**config.mk**
```make
export PLATFORM = sky130hd
export DESIGN_NAME = word_serializer
export DESIGN_NICKNAME = d
export VERILOG_FILES = /design/src/rtl/word_serializer.sv
export SDC_FILE = /design/constraint.sdc
export NUM_CORES = 1
export LEC_CHECK = 0
export ABC_AREA = 1
export ABC_CLOCK_PERIOD_IN_PS = 1300
export CAP_MARGIN = 20
export CORE_MARGIN = 4
export CORE_UTILIZATION = 48
export CTS_BUF_LIST = sky130_fd_sc_hd__clkbuf_4
export CTS_CLUSTER_DIAMETER = 30
export DETAILED_ROUTE_END_ITERATION = 10
export HOLD_SLACK_MARGIN = 0.06
export PLACE_DENSITY_LB_ADDON = 0.2
export SKIP_LAST_GASP = 1
export SLEW_MARGIN = 20
export SYNTH_ARGS = -nofsm -noshare
export SYNTH_HDL_FRONTEND = slang
export SYNTH_SLANG_ARGS = --single-unit
export TNS_END_PERCENT = 100
```
**constraint.sdc**
```tcl
create_clock -name clk -period 1.3 [get_ports clk]
set_input_delay 0.325 -clock clk [delete_from_list [all_inputs] [get_ports clk]]
set_output_delay 0.325 -clock clk [all_outputs]
set_load 0.1 [all_outputs]
```
**src/rtl/word_serializer.sv**
```systemverilog
// Parallel-to-serial transmitter: frames a WIDTH-bit word as start bit, data LSB first,
// stop bit, each bit held BAUD_DIV clocks on tx.
module word_serializer #(
    parameter int unsigned WIDTH    = 10,
    parameter int unsigned BAUD_DIV = 4
) (
    input  logic             clk,
    input  logic             rst,
    input  logic             start,
    input  logic [WIDTH-1:0] din,
    output logic             ready,
    output logic             busy,
    output logic             tx,
    output logic             done
);

    localparam int unsigned DIV_W = (BAUD_DIV > 1) ? $clog2(BAUD_DIV) : 1;
    localparam int unsigned BIT_W = $clog2(WIDTH);
    localparam logic [DIV_W-1:0] DIV_LAST = DIV_W'(BAUD_DIV - 1);
    localparam logic [BIT_W-1:0] BIT_LAST = BIT_W'(WIDTH - 1);

    typedef enum logic [1:0] {
        S_IDLE,
        S_START,
        S_DATA,
        S_STOP
    } state_t;

    state_t             state_q, state_n;
    logic [WIDTH-1:0]   shreg_q, shreg_n;
    logic [DIV_W-1:0]   div_q,   div_n;
    logic [BIT_W-1:0]   bit_q,   bit_n;
    logic               tx_n, ready_n, busy_n, done_n;
    logic               div_end;

    // State, datapath and output registers
    always_ff @(posedge clk) begin
        if (rst) begin
            state_q <= S_IDLE;
            shreg_q <= '0;
            div_q   <= '0;
            bit_q   <= '0;
            tx      <= 1'b1;
            ready   <= 1'b1;
            busy    <= 1'b0;
            done    <= 1'b0;
        end else begin
            state_q <= state_n;
            shreg_q <= shreg_n;
            div_q   <= div_n;
            bit_q   <= bit_n;
            tx      <= tx_n;
            ready   <= ready_n;
            busy    <= busy_n;
            done    <= done_n;
        end
    end

    // Next-state logic; outputs are derived from the next state so they register cleanly
    always_comb begin
        state_n = state_q;
        shreg_n = shreg_q;
        div_n   = div_q;
        bit_n   = bit_q;
        done_n  = 1'b0;
        div_end = (div_q == DIV_LAST);

        case (state_q)
            S_IDLE: begin
                if (start) begin
                    shreg_n = din;
                    div_n   = '0;
                    state_n = S_START;
                end
            end
            S_START: begin
                if (div_end) begin
                    div_n   = '0;
                    bit_n   = '0;
                    state_n = S_DATA;
                end else begin
                    div_n = div_q + DIV_W'(1);
                end
            end
            S_DATA: begin
                if (div_end) begin
                    div_n = '0;
                    if (bit_q == BIT_LAST) begin
                        state_n = S_STOP;
                    end else begin
                        shreg_n = {1'b0, shreg_q[WIDTH-1:1]};
                        bit_n   = bit_q + BIT_W'(1);
                    end
                end else begin
                    div_n = div_q + DIV_W'(1);
                end
            end
            S_STOP: begin
                if (div_end) begin
                    div_n   = '0;
                    state_n = S_IDLE;
                    done_n  = 1'b1;
                end else begin
                    div_n = div_q + DIV_W'(1);
                end
            end
            default: begin
                state_n = S_IDLE;
                div_n   = '0;
                bit_n   = '0;
            end
        endcase

        case (state_n)
            S_START: tx_n = 1'b0;
            S_DATA:  tx_n = shreg_n[0];
            default: tx_n = 1'b1;
        endcase

        ready_n = (state_n == S_IDLE);
        busy_n  = (state_n != S_IDLE);
    end

endmodule

```
==> out/metrics.yaml, run 1 <==
run_status:
  outcome: "finished with violations"
  violations: "setup timing"
sta:
  finalHoldViolCount: 0
  period_needed_ns: 1.30
  worst-slew-pin-transition_ns: 0.309
  rsz0062_at_grt: "true"
  holdWs_ns: 0.471
  finalMaxSlewViolations: 0
  period_share_pct: 100
  finalSetupViolations: 1
  fin_worst_skew_ns: 0.00890
  max_freq_ghz: 0.769
  fin_ws_ns: -0.000444
  max_slew_margin_pct: 79.4
synthesis:
  ys_seq_area_share_pct: 43.0
  synth.area.top_cells: "dfxtp_1 (43%), nand2_1 (14%), nor2_1 (9.5%), o21ai_0 (4.4%), a21oi_1 (3.9%)"
  synth_seq_cells: 22
  async_reset_ff_share_pct: 0
  post-synth-top-count-cell: "nand2_1"
  syn_avg_cell_area_um2: 7.06
  synth_edf_count: 0
  syn_area_um2: 1020
  synthFlopType: "dfxtp_1"
  yosysUniqueCellTypes: 23
  syn_nets: 161
  synth_cells: 145
  synth.top_cell.area_share_pct: 43.0
  yosysWarningCount: 0
  synth_common_cells: "nand2_1 (38), nor2_1 (26), dfxtp_1 (22), o21ai_0 (9)"
  synth_top_cell_by_area: "dfxtp_1"
placed_design:
  dp.cells: 196
  io_buffers: 16
  placed_area_um2: 1330
  dpl.hpwl_um: 1550
  gp_congestion: 0.743
clock_tree:
  root_buffer: "clkbuf_4"
  clock-sinks: 22
  cts.htree.levels: 1
  clockBufferDepth: 2
  numCtsBuffers: 3
  cts-hold-fix-buffers: 0
  cts_tree: "yes"
  clk_latency_ns: 0.31
  cts.clk_slew.worst_paths_ns: 0.13
floorplan:
  die_y_um: 54.2
  start_util_pct: 51.1
  pin_count: 17
  die_area_um2: 2930
  core_um2: 2000
  die_w_um: 54.2
  rows: 16
route:
  drt_iter0_drc: 26
  drc: 0
  num_vias: 995
  dr.pass1.iters: 4
  routed_wl_um: 2270
  viasPerCell: 4.90
  wl_per_cell_um: 11.2
  final_antenna_net_count: 0
critical_path:
  start_kind: "flop"
  crit_arrival_ns: 1.52
  r2r-start: "bit_q[1]"
  r2r_setup_slack_ns: -0.0004
  crit_path_end_kind: "flop"
  required_ns: 1.52
  r2r_cells: 8
  timing.rr.end: "shreg_q[3]"
  path_max_fanout: 9
  path_class: "reg2reg"
finish:
  area_delta_synth_final_pct: 46.1
  layout-drive-gt1-share_pct: 31.8
  fin_util_pct: 74.7
  finalInstanceArea_um2: 1500
  num_antenna_cells: 0
  nNetsFinal: 193
  layoutNonFillerInstCount: 203
global_route:
  grt_overflow: 0
  grt_pass1_wl_um: 3900
  grt_pass1_vias: 893
  track_usage_pct: 18.4
  antenna_found_initial: 0
  grt_max_degree: 14
hold_path:
  min_path_cells: 2
  hold_end: "shreg_q[9]"
  min-delay-start: "shreg_q[9]"
  hp-class: "reg2reg"
flow_run:
  maxCapViolCount: 0
power_and_ir_drop:
  ir_worst_vdd_uv: 938
  power_density_nw_per_um2: 1020
  p_leak_nw: 0.658
[layout by cell type (no fill, tap or decap), types with 2 or more instances in the layout]
master / count
o21ai_0: 4
clkdlybuf4s50_1: 12
nor2_4: 4
dfxtp_2: 4
nand2_1: 35
nor2_1: 20
inv_4: 2
o21ai_1: 6
buf_12: 4
clkbuf_4: 3
ha_4: 2
nand2_2: 7
nand3_4: 2
inv_1: 5
nor2_2: 6
inv_2: 5
a21oi_1: 8
dfxtp_1: 17
buf_4: 11
nand3_1: 7
[registers in the layout (all words and copies together), names as in the netlist]
signal,flops
done,1
busy,1
bit_q,4
div_q,2
ready,1
tx,1
shreg_q,10
state_q,2
[where the power goes]
group	leakage [nW]	switching, mW	total [mW]	internal (mW)
logic	0.447	0.150	0.265	0.115
clock network	0.0279	0.215	0.526	0.311
registers	0.183	0.0261	0.735	0.709
total	0.658	0.391	1.53	1.14
[critical path, cell delays in order, from the launching register on]
cell and delay (ns):
dfxtp_2 0.36, inv_2 0.05, ha_4 0.16, nand3_4 0.09, nand3_4 0.16, nand2_4 0.16
inv_8 0.06, nor2_1 0.12, nor2_1 0.05
[per-layer routing]
layer  wire, um  GRT usage, %  share of wire [%]  vias to the layer above
li1           -             -                  -                      526
met1       1060          25.0                 47                      445
met2       1090          29.9                 48                       22
met3        106          2.77                4.7                        2
met4         13          4.98               0.57                        0
met5          0             0                  0                        -
[final cells by class]
class                      count  area (um2)
fill                         151         507
timing repair buffer          27         283
tap                           27        33.8
multi-input combinational    109         607
sequential                    22         449
clock inverter                 1        30.0
timing repair inverter         1        6.26
inverter                      13        63.8
clock buffer                   3        22.5
[through the flow]
stage / setup TNS (ns) / worst slack (ns) / power, mW
after CTS: -0.0151 / -0.0151 / 1.51
after global placement: -1.45 / -0.159 / 0.984
after global routing: -0.867 / -0.0851 / 1.60
after floorplan: 0 / 0.0558 / 0.886
after detailed placement: -1.71 / -0.203 / 0.989
final: -0.000444 / -0.000444 / 1.53
[worst max-delay path by stage]
stage / startpoint / to / slack, ns / cells past startpoint
floorplan: div_q[0] / bit_q[1] / 0.06 / 7
global placement: start / ready / -0.16 / 6
global route: bit_q[1] / shreg_q[7] / -0.09 / 8
CTS: bit_q[1] / shreg_q[1] / -0.02 / 9
detailed placement: start / ready / -0.20 / 6
finish: bit_q[1] / shreg_q[3] / -0.0004 / 8
[logic make-up (layout without fill, tap and decap cells)]
kind of cell | count (synthesis) | in the layout | synth area share [%]
adder cells (fa/ha/maj) | 3 | 3 | 3.67
buffers and inverters | 15 | 45 | 5.62
AND/OR/NAND/NOR | 85 | 86 | 37.3
flip-flops | 22 | 22 | 43.0
AO/OA/AOI/OAI | 20 | 20 | 10.4
[timing repair]
action,4_1_cts,5_1_grt
gates cloned,2,0
pin swaps,3,3
setup endpoints to repair,16,16
setup buffers,0,1
gates resized for setup,13,23
Power figures use the tool's default switching activity.
==> run 2, diff against run 1 <==
--- a/config.mk
+++ b/config.mk
@@ -8,9 +8,11 @@
 export ABC_AREA = 1
 export ABC_CLOCK_PERIOD_IN_PS = 1300
 export CAP_MARGIN = 20
+export CELL_PAD_IN_SITES_DETAIL_PLACEMENT = 2
+export CELL_PAD_IN_SITES_GLOBAL_PLACEMENT = 2
 export CORE_MARGIN = 4
-export CORE_UTILIZATION = 48
-export CTS_BUF_LIST = sky130_fd_sc_hd__clkbuf_4
+export CORE_UTILIZATION = 25
+export CTS_BUF_LIST = sky130_fd_sc_hd__clkbuf_8
 export CTS_CLUSTER_DIAMETER = 30
 export DETAILED_ROUTE_END_ITERATION = 10
 export HOLD_SLACK_MARGIN = 0.06
==> run 2 against run 1 <==
Clock power down 18%. Via count is 4.3% higher. Sequential power hardly changed. Clock skew decreased by 0.0028 ns. Global-route usage is 5.4 points lower. The flow now finishes without violations. Combinational power rose by 4%. Largest power group unchanged. Worst hold slack worse by 0.0024 ns. Core utilization down 34 points. Flip-flop and latch count unchanged.
==> out/metrics.yaml, run 2 (same netlist as run 1, synthesis figures left out) <==
finish:
  ff_latch_area_um2: 453
  largest-register: "shreg_q"
  layout-drive-gt1-share_pct: 34.3
  nNetsFinal: 193
  fin_util_pct: 40.9
  top_regs: "shreg_q (10), bit_q (4)"
  nFillCells: 438
  multi_input_area_um2: 646
  num_antenna_cells: 0
  largest_register_ffs: 10
  final_cell_mix: "nand2_1 (33), nor2_1 (19), dfxtp_1 (16), clkdlybuf4s50_1 (12), buf_4 (11)"
  area_delta_synth_final_pct: 52.0
  final_common_cell: "nand2_1"
sta:
  holdWs_ns: 0.468
  fin_ws_ns: 0.0169
  fin_worst_skew_ns: 0.00612
  finalMaxSlewViolations: 0
  finalSetupViolations: 0
  finalHoldViolCount: 0
  max_slew_margin_pct: 79.6
  period_share_pct: 98.7
  rsz0062_at_grt: "true"
  max_freq_ghz: 0.779
  worst-slew-pin-transition_ns: 0.306
  period_needed_ns: 1.28
critical_path:
  required_ns: 1.46
  crit_arrival_ns: 1.44
  timing.rr.end: "shreg_q[3]"
  r2r_cells: 7
  start_kind: "flop"
  r2r_setup_slack_ns: 0.02
  crit_path_end_kind: "flop"
  r2r-start: "state_q[1]"
  path_class: "reg2reg"
  path_max_fanout: 9
global_route:
  grt_overflow: 0
  grt_max_degree: 12
  grt_pass1_wl_um: 5440
  track_usage_pct: 13.0
  antenna_found_initial: 0
  grt_pass1_vias: 1180
route:
  viasPerCell: 4.65
  dr.pass1.iters: 3
  drt_iter0_drc: 27
  routed_wl_um: 3250
  drc: 0
  wl_per_cell_um: 14.6
  num_vias: 1038
  final_antenna_net_count: 0
hold_path:
  hold_end: "shreg_q[9]"
  min_path_cells: 2
  hp-class: "reg2reg"
  min-delay-start: "shreg_q[9]"
flow_run:
  maxCapViolCount: 0
floorplan:
  die_y_um: 72.0
  die_w_um: 72.0
  rows: 22
  start_util_pct: 26.9
  pin_count: 17
  die_area_um2: 5180
  core_um2: 3800
clock_tree:
  cts.htree.levels: 1
  clock-sinks: 22
  cts_tree: "yes"
  clockBufferDepth: 2
  root_buffer: "clkbuf_8"
  cts-hold-fix-buffers: 0
  clk_latency_ns: 0.26
  numCtsBuffers: 3
  cts.clk_slew.worst_paths_ns: 0.08
power_and_ir_drop:
  p_leak_nw: 0.667
  power_density_nw_per_um2: 928
  ir_worst_vdd_uv: 469
  total_power_mw: 1.44
placed_design:
  io_buffers: 16
  dpl.hpwl_um: 2280
  place_worst_setup_slack_ns: -0.248
  gp_congestion: 0.794
run_status:
  outcome: "complete, no violations"
==> run 2: cell count changes in the layout (fill, tap and decap cells not counted), sizes merged <==
cell / change
clkinv: +1
inv: -1
bufinv: -1
==> run 2: worst max-delay path, cell delays in order (launching register included) <==
cell	delay [ns]
dfxtp_4	0.39
inv_2	0.06
nor2_4	0.13
nand3_4	0.19
nand2_4	0.16
inv_6	0.07
nor2_1	0.11
nor2_1	0.05
==> run 2: metal layers <==
metal  track usage, %  routed length, um
met1             16.0               1400
met5                0                  0
met4             3.13                 42
met3             1.66                 51
met2             23.8               1750
==> run 2: cell type report <==
class / instances / area share, %
tap: 48 / 3.86
clock buffer: 3 / 2.65
timing repair inverter: 1 / 0.563
timing repair buffer: 27 / 18.2
inverter: 13 / 4.10
sequential: 22 / 29.1
multi-input combinational: 109 / 41.5
==> run 2: how the worst max path moves through the flow <==
stage                       to  slack, ns       start
global placement         ready      -0.17       start
floorplan             bit_q[1]       0.06    div_q[0]
finish              shreg_q[3]       0.02  state_q[1]
global route        shreg_q[3]      -0.10  state_q[1]
detailed placement       ready      -0.25       start
CTS                 shreg_q[3]     -0.007    bit_q[1]
==> run 2: stage by stage <==
| stage | instance area [um2] | cells | setup TNS (ns) |
|---|---|---|---|
| 3_3_place_gp | 1340 | 216 | -1.88 |
| 2_1_floorplan | 1020 | 145 | 0 |
| 4_1_cts | 1480 | 222 | -0.0214 |
| 6_report | 1560 | 223 | 0 |
| 3_5_place_dp | 1340 | 216 | -2.74 |
| 5_1_grt | 1560 | 223 | -0.817 |
==> run 2: power breakdown <==
group          switching [mW]  internal, mW  total [mW]
Combinational           0.158         0.117       0.275
Sequential             0.0285         0.708       0.737
Clock                   0.224         0.207       0.431
==> run 2: what timing repair did <==
| item | CTS | global route |
|---|---|---|
| setup buffers | 1 | 1 |
| gates resized for setup | 19 | 26 |
| pin swaps | 3 | 3 |
| hold endpoints to repair | 0 | 0 |
| endpoints found under the setup margin | 17 | 17 |
| gates cloned | 2 | 0 |
